`src/rtl/error_poly_sampler_pkg.sv`:
```
// -----------------------------------------------------------------------------
// error_poly_sampler_pkg
// Shared constants for the encryption error sampler and its consumers.
// The RNS stage imports this package to unpack the sample words that the
// sampler writes into the e0/e1/v BRAMs.
//   - Polynomial geometry (N, LOGN) and CBD parameter ETA (must be <= 31 so
//     that -ETA..+ETA fits a 6-bit two's-complement field).
//   - PRNG word layout: t in [1:0], then a0, b0, a1, b1 of ETA bits each.
//   - Packed sample layout: data[13:12]=v, [11:6]=e0, [5:0]=e1.
//   - Ternary encodings for v and the FSM state type.
// -----------------------------------------------------------------------------
package error_poly_sampler_pkg;

  localparam int N    = 8192;
  localparam int LOGN = 13;
  localparam int ETA  = 21;
  localparam int RW   = 4 * ETA + 2;   // random word width follows from ETA
  localparam int SW   = 6;             // one signed CBD sample
  localparam int DW   = 14;            // packed {v, e0, e1}
  localparam int CW   = LOGN + 1;      // counters must be able to hold N

  // Random word field offsets
  localparam int T_LSB  = 0;
  localparam int A0_LSB = 2;
  localparam int B0_LSB = ETA + 2;
  localparam int A1_LSB = 2 * ETA + 2;
  localparam int B1_LSB = 3 * ETA + 2;

  // Packed sample field offsets
  localparam int E1_LSB = 0;
  localparam int E0_LSB = 6;
  localparam int V_LSB  = 12;

  // Ternary encodings (two's complement in 2 bits); t == 3 rejects the word
  localparam logic [1:0] V_ZERO   = 2'b00;
  localparam logic [1:0] V_POS    = 2'b01;
  localparam logic [1:0] V_NEG    = 2'b11;
  localparam logic [1:0] T_REJECT = 2'd3;

  typedef logic [CW-1:0] cnt_t;

  typedef enum logic [1:0] {
    ST_IDLE,
    ST_RUN,
    ST_DRAIN,
    ST_DONE
  } state_t;

  function automatic logic [SW-1:0] popcount(input logic [ETA-1:0] x);
    logic [SW-1:0] n;
    n = '0;
    for (int i = 0; i < ETA; i++) begin
      n = n + SW'(x[i]);
    end
    return n;
  endfunction

  function automatic logic [1:0] ternary_map(input logic [1:0] t);
    logic [1:0] v;
    case (t)
      2'd1:    v = V_POS;
      2'd2:    v = V_NEG;
      default: v = V_ZERO;
    endcase
    return v;
  endfunction

endpackage

```
`src/rtl/error_poly_sampler_cbd.sv`:
```
// -----------------------------------------------------------------------------
// cbd_popcount_diff
// One centered-binomial lane: two-stage pipeline producing popcount(a) -
// popcount(b) as a 6-bit two's-complement sample.
//   clk      in   clock
//   rst      in   synchronous active-high reset
//   i_s1_en  in   capture popcounts of i_a / i_b (stage 1)
//   i_s2_en  in   capture the difference (stage 2)
//   i_a      in   ETA bits, positive half
//   i_b      in   ETA bits, negative half
//   o_diff   out  registered signed sample
// -----------------------------------------------------------------------------
module cbd_popcount_diff
  import error_poly_sampler_pkg::*;
(
  input  logic           clk,
  input  logic           rst,
  input  logic           i_s1_en,
  input  logic           i_s2_en,
  input  logic [ETA-1:0] i_a,
  input  logic [ETA-1:0] i_b,
  output logic [SW-1:0]  o_diff
);

  logic [SW-1:0] r_pop_a;
  logic [SW-1:0] r_pop_b;
  logic [SW-1:0] r_diff;

  // NOTE: sequential state uses non-blocking assignments so every register
  // samples the pre-edge value of its neighbours.
  // NOTE: the data registers are reset as well because the packed output
  // word has a defined reset value of zero.
  always_ff @(posedge clk) begin
    if (rst) begin
      r_pop_a <= '0;
      r_pop_b <= '0;
      r_diff  <= '0;
    end else begin
      if (i_s1_en) begin
        r_pop_a <= popcount(i_a);
        r_pop_b <= popcount(i_b);
      end
      // Modular 6-bit subtraction yields the two's-complement sample directly.
      if (i_s2_en) begin
        r_diff <= r_pop_a - r_pop_b;
      end
    end
  end

  assign o_diff = r_diff;

endmodule

```
`src/rtl/error_poly_sampler.sv`:
```
// -----------------------------------------------------------------------------
// error_poly_sampler
// Draws e0, e1 (CBD, ETA) and v (uniform ternary) for one polynomial set from
// a PRNG word stream and writes one packed word per coefficient into the
// e0/e1/v sample BRAMs, addresses 0..N-1 in order.
//   clk           in   clock
//   rst           in   synchronous active-high; idles while high, then runs
//                      exactly one polynomial set after release
//   rnd_data      in   RW-bit PRNG word
//   rnd_valid     in   rnd_data valid
//   rnd_ready     out  word consumed when rnd_valid & rnd_ready
//   bram_wr_addr  out  coefficient index shared by the three BRAMs
//   bram_wr_data  out  {v[1:0], e0[5:0], e1[5:0]}
//   bram_wea      out  write strobe
//   reject_cnt    out  rejected words this run, saturating
//   done          out  all N coefficients written; held until rst
// Latency: handshake -> bram_wea is two cycles (S1 popcounts, S2 difference).
// -----------------------------------------------------------------------------
module error_poly_sampler
  import error_poly_sampler_pkg::*;
(
  input  logic            clk,
  input  logic            rst,
  input  logic [RW-1:0]   rnd_data,
  input  logic            rnd_valid,
  output logic            rnd_ready,
  output logic [LOGN-1:0] bram_wr_addr,
  output logic [DW-1:0]   bram_wr_data,
  output logic            bram_wea,
  output logic [15:0]     reject_cnt,
  output logic            done
);

  state_t     r_state;
  cnt_t       r_acc_cnt;     // accepted (non-rejected) words
  cnt_t       r_addr;        // next write address; reaches N after the last write
  logic       r_s1_valid;
  logic [1:0] r_s1_t;
  logic [1:0] r_v;

  logic [1:0]    w_t;
  logic          w_hs;
  logic          w_take;
  logic [SW-1:0] w_e0;
  logic [SW-1:0] w_e1;

  assign w_t    = rnd_data[T_LSB +: 2];
  assign w_hs   = rnd_valid & rnd_ready;
  assign w_take = w_hs & (w_t != T_REJECT);

  cbd_popcount_diff u_cbd_e0 (
    .clk     (clk),
    .rst     (rst),
    .i_s1_en (w_take),
    .i_s2_en (r_s1_valid),
    .i_a     (rnd_data[A0_LSB +: ETA]),
    .i_b     (rnd_data[B0_LSB +: ETA]),
    .o_diff  (w_e0)
  );

  cbd_popcount_diff u_cbd_e1 (
    .clk     (clk),
    .rst     (rst),
    .i_s1_en (w_take),
    .i_s2_en (r_s1_valid),
    .i_a     (rnd_data[A1_LSB +: ETA]),
    .i_b     (rnd_data[B1_LSB +: ETA]),
    .o_diff  (w_e1)
  );

  always_ff @(posedge clk) begin
    if (rst) begin
      r_state    <= ST_IDLE;
      rnd_ready  <= 1'b0;
      r_acc_cnt  <= '0;
      r_addr     <= '0;
      r_s1_valid <= 1'b0;
      r_s1_t     <= '0;
      r_v        <= '0;
      bram_wea   <= 1'b0;
      reject_cnt <= '0;
      done       <= 1'b0;
    end else begin
      // Pipeline: S1 holds t alongside the popcounts, S2 maps it and writes.
      r_s1_valid <= w_take;
      if (w_take) begin
        r_s1_t <= w_t;
      end
      bram_wea <= r_s1_valid;
      if (r_s1_valid) begin
        r_v <= ternary_map(r_s1_t);
      end
      // The address presented with a write advances once that write is done.
      if (bram_wea) begin
        r_addr <= r_addr + cnt_t'(1);
      end

      if (w_hs && (w_t == T_REJECT) && (reject_cnt != 16'hFFFF)) begin
        reject_cnt <= reject_cnt + 16'd1;
      end

      case (r_state)
        ST_IDLE: begin
          r_state   <= ST_RUN;
          rnd_ready <= 1'b1;
        end
        ST_RUN: begin
          // Drop ready on the same edge that takes the N-th accepted word so
          // no further word can be consumed.
          if (w_take) begin
            r_acc_cnt <= r_acc_cnt + cnt_t'(1);
            if (r_acc_cnt == cnt_t'(N - 1)) begin
              r_state   <= ST_DRAIN;
              rnd_ready <= 1'b0;
            end
          end
        end
        ST_DRAIN: begin
          if (bram_wea && (r_addr == cnt_t'(N - 1))) begin
            r_state <= ST_DONE;
            done    <= 1'b1;
          end
        end
        ST_DONE: begin
          r_state <= ST_DONE;
        end
        default: begin
          r_state <= ST_IDLE;
        end
      endcase
    end
  end

  assign bram_wr_addr = r_addr[LOGN-1:0];

  always_comb begin
    bram_wr_data                  = '0;
    bram_wr_data[V_LSB  +: 2]     = r_v;
    bram_wr_data[E0_LSB +: SW]    = w_e0;
    bram_wr_data[E1_LSB +: SW]    = w_e1;
  end

endmodule

```
`config.mk`:
```
export PLATFORM = sky130hd
export DESIGN_NAME = error_poly_sampler
export DESIGN_NICKNAME = d
export VERILOG_FILES = /design/src/rtl/error_poly_sampler_pkg.sv /design/src/rtl/error_poly_sampler_cbd.sv /design/src/rtl/error_poly_sampler.sv
export SDC_FILE = /design/constraint.sdc
export NUM_CORES = 1
export LEC_CHECK = 0
export CORE_MARGIN = 1.5
export CORE_UTILIZATION = 66
export DETAILED_ROUTE_END_ITERATION = 7
export DONT_BUFFER_PORTS = 1
export GPL_TIMING_DRIVEN = 0
export HOLD_SLACK_MARGIN = 0.15
export PLACE_DENSITY = 0.82
export SLEW_MARGIN = 30
export SYNTH_ARGS = -nofsm -noshare
export SYNTH_HDL_FRONTEND = slang
export SYNTH_SLANG_ARGS = --single-unit
```
`constraint.sdc`:
```
create_clock -name clk -period 8.1 [get_ports clk]
set_clock_uncertainty 0.1 [all_clocks]
set_input_delay 1.62 -clock clk [delete_from_list [all_inputs] [get_ports clk]]
set_output_delay 1.62 -clock clk [all_outputs]
set_load 0.005 [all_outputs]
```
* Word level (Yosys, flattened, before mapping)
Index checks and enable logic that the tools add are counted.
** Word-level totals
- Bits in registers :: 90
- Bits of input ports :: 89
- Logic and storage cells :: 133
** Operators by class
- Bitwise gates (word level) :: 2
- Add/sub/neg operators :: 85
- Multiplexer cells :: 8
- Reductions and logical operators :: 9
- Equal/unequal tests :: 13
** Operators with widths (count)
- 6-bit by 1-bit adder with 6-bit output :: 76
- 14-bit by 1-bit adder with 14-bit output, second input constant :: 2
- 14-bit by 13-bit == test with 1-bit output, second input constant :: 2
- 16-bit by 1-bit adder with 16-bit output, second input constant :: 1
- 16-bit inequality test, second input constant :: 1
- 6-bit subtractor :: 2
- 1-bit by 1-bit adder with 2-bit output :: 4
- 2-bit == test, second input constant :: 4
- 2-bit one-hot mux with 4 select lines :: 1
- 2-bit two-way mux :: 3
- 2-bit inequality test, second input constant :: 3
- 3-bit AND reduction :: 2
- 2-bit by 1-bit == test with 1-bit output, second input constant :: 2
- 2-bit one-hot mux with 2 select lines :: 1
- 2-bit AND reduction :: 2
- 1-bit logical AND :: 3
- 1-bit bitwise AND :: 2
- 2-bit logical NOT :: 1
- 1-bit two-way mux :: 2
- 2-bit by 1-bit inequality test with 1-bit output, second input constant :: 1
- 1-bit one-hot mux with 2 select lines :: 1
- 2-bit nonzero test :: 1

* Logic depth before layout (Yosys ltp)
- Depth in word-level cells :: 20
- Mapped depth :: 15
- Mapped depth without buffers :: 15

* Modules after synthesis
A second synthesis with hierarchy kept.
** Unflattened totals
- Cell total of the unflattened synthesis :: 714
- Area, all modules :: 6386.1 µm²
** By module, submodules not included
- error_poly_sampler :: times used 1, area each 2706.3 µm², sequential area each 1081.0 µm², cells an instance 317
- cbd_popcount_diff (u_cbd_e0) :: times used 1, area each 1840.5 µm², sequential area each 320.3 µm², cells an instance 199
- cbd_popcount_diff (u_cbd_e1) :: times used 1, area each 1839.3 µm², sequential area each 320.3 µm², cells an instance 198

* Least setup slack after synthesis
No wires, ideal clock.
- Path type :: input to register
- Start :: in rnd_data[44]
- End :: reg u_cbd_e1.r_pop_a[4]
- Stages on the path :: 13
- Setup slack :: 2492 ps
- Setup time :: 132 ps
- Buffers on the path :: 0
- Arrival :: 5376 ps
- Path through :: ha_1 > inv_1 > fa_1 > fa_1 > fa_1 > fa_1 > fa_1 > inv_1 > ha_1 > fa_1 > a21o_1 > a211oi_1 > nor3_1
** Between the ends
- Longest elaborated chain between the ends :: 20
** Ends and longest elaborated chain
- start, declared :: line error_poly_sampler.sv:24 : input logic [RW-1:0] rnd_data,
- 1-bit by 1-bit adder with 2-bit output :: line error_poly_sampler_pkg.sv:53 : n = n + SW'(x[i]);
- 6-bit by 1-bit adder with 6-bit output (19 in a row) :: line error_poly_sampler_pkg.sv:53
- end signal, assigned :: line error_poly_sampler_cbd.sv:40 : r_pop_a <= popcount(i_a);
- end, declared :: line error_poly_sampler_cbd.sv:25 : logic [SW-1:0] r_pop_a;
Every way passes these cells.
A chain may end at the register's enable or synchronous reset.

* Worst setup path after layout
- Start :: in rnd_data[65]
- End :: reg u_cbd_e1.r_pop_b[4]
** Between the ends
- Longest elaborated chain between the ends :: 20
** Ends and longest elaborated chain
- 1-bit by 1-bit adder with 2-bit output :: line error_poly_sampler_pkg.sv:53
- 6-bit by 1-bit adder with 6-bit output (19 in a row) :: line error_poly_sampler_pkg.sv:53
- end signal, assigned :: line error_poly_sampler_cbd.sv:41 : r_pop_b <= popcount(i_b);
- end, declared :: line error_poly_sampler_cbd.sv:26 : logic [SW-1:0] r_pop_b;
Every way passes these cells.

==> impl_results.md <==
* Seq. cell area at between 1500 and 2000 um^2
* Top FF cell, synth: dfxtp_1
* Root Buffer: clkbuf_8
* Flop2flop setup slack at around 5700 ps
* Syn Nets at between 800 and 900
* Slowest stage delay, CP at approximately 550 ps
* Multi-input logic area at slightly below 4000 um^2
* Post-CTS Hold Buffers at 0
* Hold-critical path depth at 2
* Ys Warns at 0
* Synth cell types at 48
* Area contributors post-synth: dfxtp_1 28%, fa_1 19%, ha_1 9.2%, inv_1 7.5%, nor2_1 3.2%
* CORE AREA at 9200 um^2
* Nets at roughly 900
* Reg clk slew, reported paths at around 80 ps
* Post-synthesis sequential area ratio at 27.6%
* Vias per std cell at between 5 and 6
* Number of antenna violations at the first check in global routing at 0
* Ports at roughly 140
* Final WS setup at approximately 2700 ps
* Largest family of logic cells by synthesized area: adder cells
* WL/cell at around 16 um
* Ant. Diodes at 0
* Post-synthesis adder-cell area fraction at between 20% and 30%
* GRT Util Overall at 27.8%
* Req. time, crit path at 8230 ps
* Final period util at 67.1%
* Clk_lat worst skew at around 360 ps
* Largest net degree at the start of global routing at 15
* Fmax at approximately 180 MHz
* Synth Cell Area at 6230 um^2
* Cell accounting for the most synthesized area: dfxtp_1
* Hold Slack at 359 ps
* FF-to-FF End: reject_cnt[12]
* Async SR Flop Fraction at 0%
* Critical-path cell list: ha_1, inv_1, fa_1, fa_1, fa_1, fa_1, fa_1, inv_1, ha_1, fa_1, a21o_1, a211oi_1, a211oi_1
* Max_slew headroom at 56.8%
* EDFF count, synth at 0
* Hold WC Path Type: flop to flop
* Post-DP HPWL at around 11 mm
* Fin util at 71.8%
* Hold Path End: u_cbd_e0.r_pop_a[2]
* CP max FO at 2
* Initial Util at between 60% and 70%
* CTS tree: built
* Final setup vio count at 0
* Fin crit period at ~5400 ps
* Initial drt markers at between 150 and 200
* Max stage delay cell, worst path: fa_1
* Status: finished clean
* # Post-CTS Setup Buffers at 0
* Critical path's top delay family: adder cells
* Routed vias at around 4.8k
* Placement Rows at 35
* Global-route wire length before repair at approximately 22 mm
* CP endpoint kind: flop
* Vias in the first global route at slightly below 5k
* Final hold vios at 0
* Post-CTS sizing at 0
* CTS buffer count at 9
* Worst path bufs/invs at 2
* Worst Tran Pin Value at roughly 640 ps
* DRT Pass-1 Iters at 5
* Max-slew violation count at 0
* Hold wc startpoint: u_cbd_e0.r_pop_a[2]
* Pre-CTS WS at about 2200 ps
* MaxCap Viol Count at 0
* Post-synthesis compound-gate area fraction at around 11%
* Post-synthesis mux area share at ~1.7%
* Setup TNS at 0 ps
* IO buf count at 0
* Syn Area/Cell at around 9.0 um^2
* Count leader, synth: inv_1
* Clock Tree Buf Depth at 2
* Top cells by count, synth: 125 x inv_1, 86 x dfxtp_1, 58 x fa_1, 53 x nor2_1, 46 x ha_1
* Critical Path Start Type: primary input
* Area delta synth->final at 6.02%
* Antenna viol nets, final at 0
* Htree depth at 3
* Crit path DAT at around 5600 ps
* GP Congestion at roughly 0.9
* Die width at roughly 100 um
* Cell mode on critical path: fa_1
* Yosys reg bits at 86
* Worst r2r path cells at 5
* R2r startpoint: reject_cnt[0]
* XOR/XNOR Fraction of Synth Area at roughly 2.8%
* Clk sinks at 86
* GRT overflow at 0
* Share of cells above drive strength 1 at a little over 6%
* Residual DRC count at 0
* Critical setup path kind: primary input to flop
* Layout fillers at between 700 and 800
* P_leak at around 2.8 nW
* RSZ-0062 raised after global routing: false
* Total die area at 10000 um^2
* PD cells at 248 nW/um^2
* Post-synth top area share at about 28%
* Total routed wirelength at between 10 and 15 mm
* Synth Area in Simple Gates at a little under a fifth
* Synthesized instance count at a little under 700
* Peak VDD IR at ~0.2 mV
* Die height at 100 um
## per-stage QoR
stage,instances,area [um^2],total power [mW]
after detailed placement,806,6370,1.29
final,822,6610,1.64
after CTS,822,6610,1.65
after floorplan,695,6230,1.12
after global placement,806,6370,1.25
after global routing,822,6610,1.78
## placed cells by master, fill, tap and decap left out, types with 8 or more instances in the layout
cell type	synthesis	layout
clkbuf_8	0	9
nand2_1	35	35
or4_1	18	18
nor2b_1	13	13
xnor2_1	13	13
nor2_1	53	53
nand3_1	16	16
fa_1	58	58
buf_4	13	13
nand4_1	13	13
o21ai_0	17	17
nor3_1	11	11
dfxtp_1	86	86
clkbuf_1	19	20
a21oi_1	34	34
ha_1	46	46
nor4_1	8	8
a211oi_1	16	16
o31ai_1	11	11
inv_1	125	125
## worst max path at each step
stage | cells after the start | startpoint | endpoint | slack (ps)
after floorplan | 13 | rnd_data[44] | u_cbd_e1.r_pop_a[4] | 2490
after global placement | 13 | rnd_data[65] | u_cbd_e1.r_pop_b[4] | 2340
after detailed placement | 13 | rnd_data[65] | u_cbd_e1.r_pop_b[4] | 2240
after CTS | 13 | rnd_data[65] | u_cbd_e1.r_pop_b[4] | 2640
after global routing | 13 | rnd_data[65] | u_cbd_e1.r_pop_b[4] | 2510
final | 13 | rnd_data[65] | u_cbd_e1.r_pop_b[4] | 2670
## tightest hold or removal path, cell delays in order, from the launching register on
cell,delay (ps)
dfxtp_1,320
nand2_1,50
a21oi_1,50
## layout make-up
| type | count | share of cell area [%] |
|---|---|---|
| inverter | 125 | 7.10 |
| buffer | 36 | 2.90 |
| multi-input combinational | 448 | 58.3 |
| tap | 111 | 2.10 |
| sequential | 86 | 26.1 |
| clock inverter | 6 | 1.65 |
| clock buffer | 10 | 1.93 |
## state kept, by name, summed over array words and instances, names as in the netlist
signal / count
bram_wea: 1
done: 1
r_acc_cnt: 14
r_addr: 14
r_s1_t: 2
r_s1_valid: 1
r_state: 2
r_v: 2
reject_cnt: 16
rnd_ready: 1
u_cbd_e0.o_diff: 6
u_cbd_e0.r_pop_a: 5
u_cbd_e0.r_pop_b: 5
u_cbd_e1.o_diff: 6
u_cbd_e1.r_pop_a: 5
u_cbd_e1.r_pop_b: 5
## power breakdown
part / internal, mW / leakage, nW / switching [mW]
combinational: 0.376 / 1.94 / 0.432
sequential: 0.448 / 0.696 / 0.0199
clock: 0.205 / 0.121 / 0.156
total: 1.03 / 2.76 / 0.608
## layer usage
metal | up-vias | track usage (%) | wire length [um]
met2 | 131 | 49.0 | 6660
met1 | 2311 | 31.6 | 5480
li1 | 2345 | - | -
met5 | - | 0 | 0
met3 | 26 | 8.22 | 817
met4 | 0 | 11.1 | 275
## logic make-up (layout without fill, tap and decap cells)
family                   after synthesis  after routing
AO/OA/AOI/OAI                        106            106
XOR/XNOR                              20             20
buffers and inverters                161            177
flip-flops                            86             86
AND/OR/NAND/NOR                      208            208
multiplexers                          10             10
adder cells (fa/ha/maj)              104            104
(Power assumes the default switching activity.)
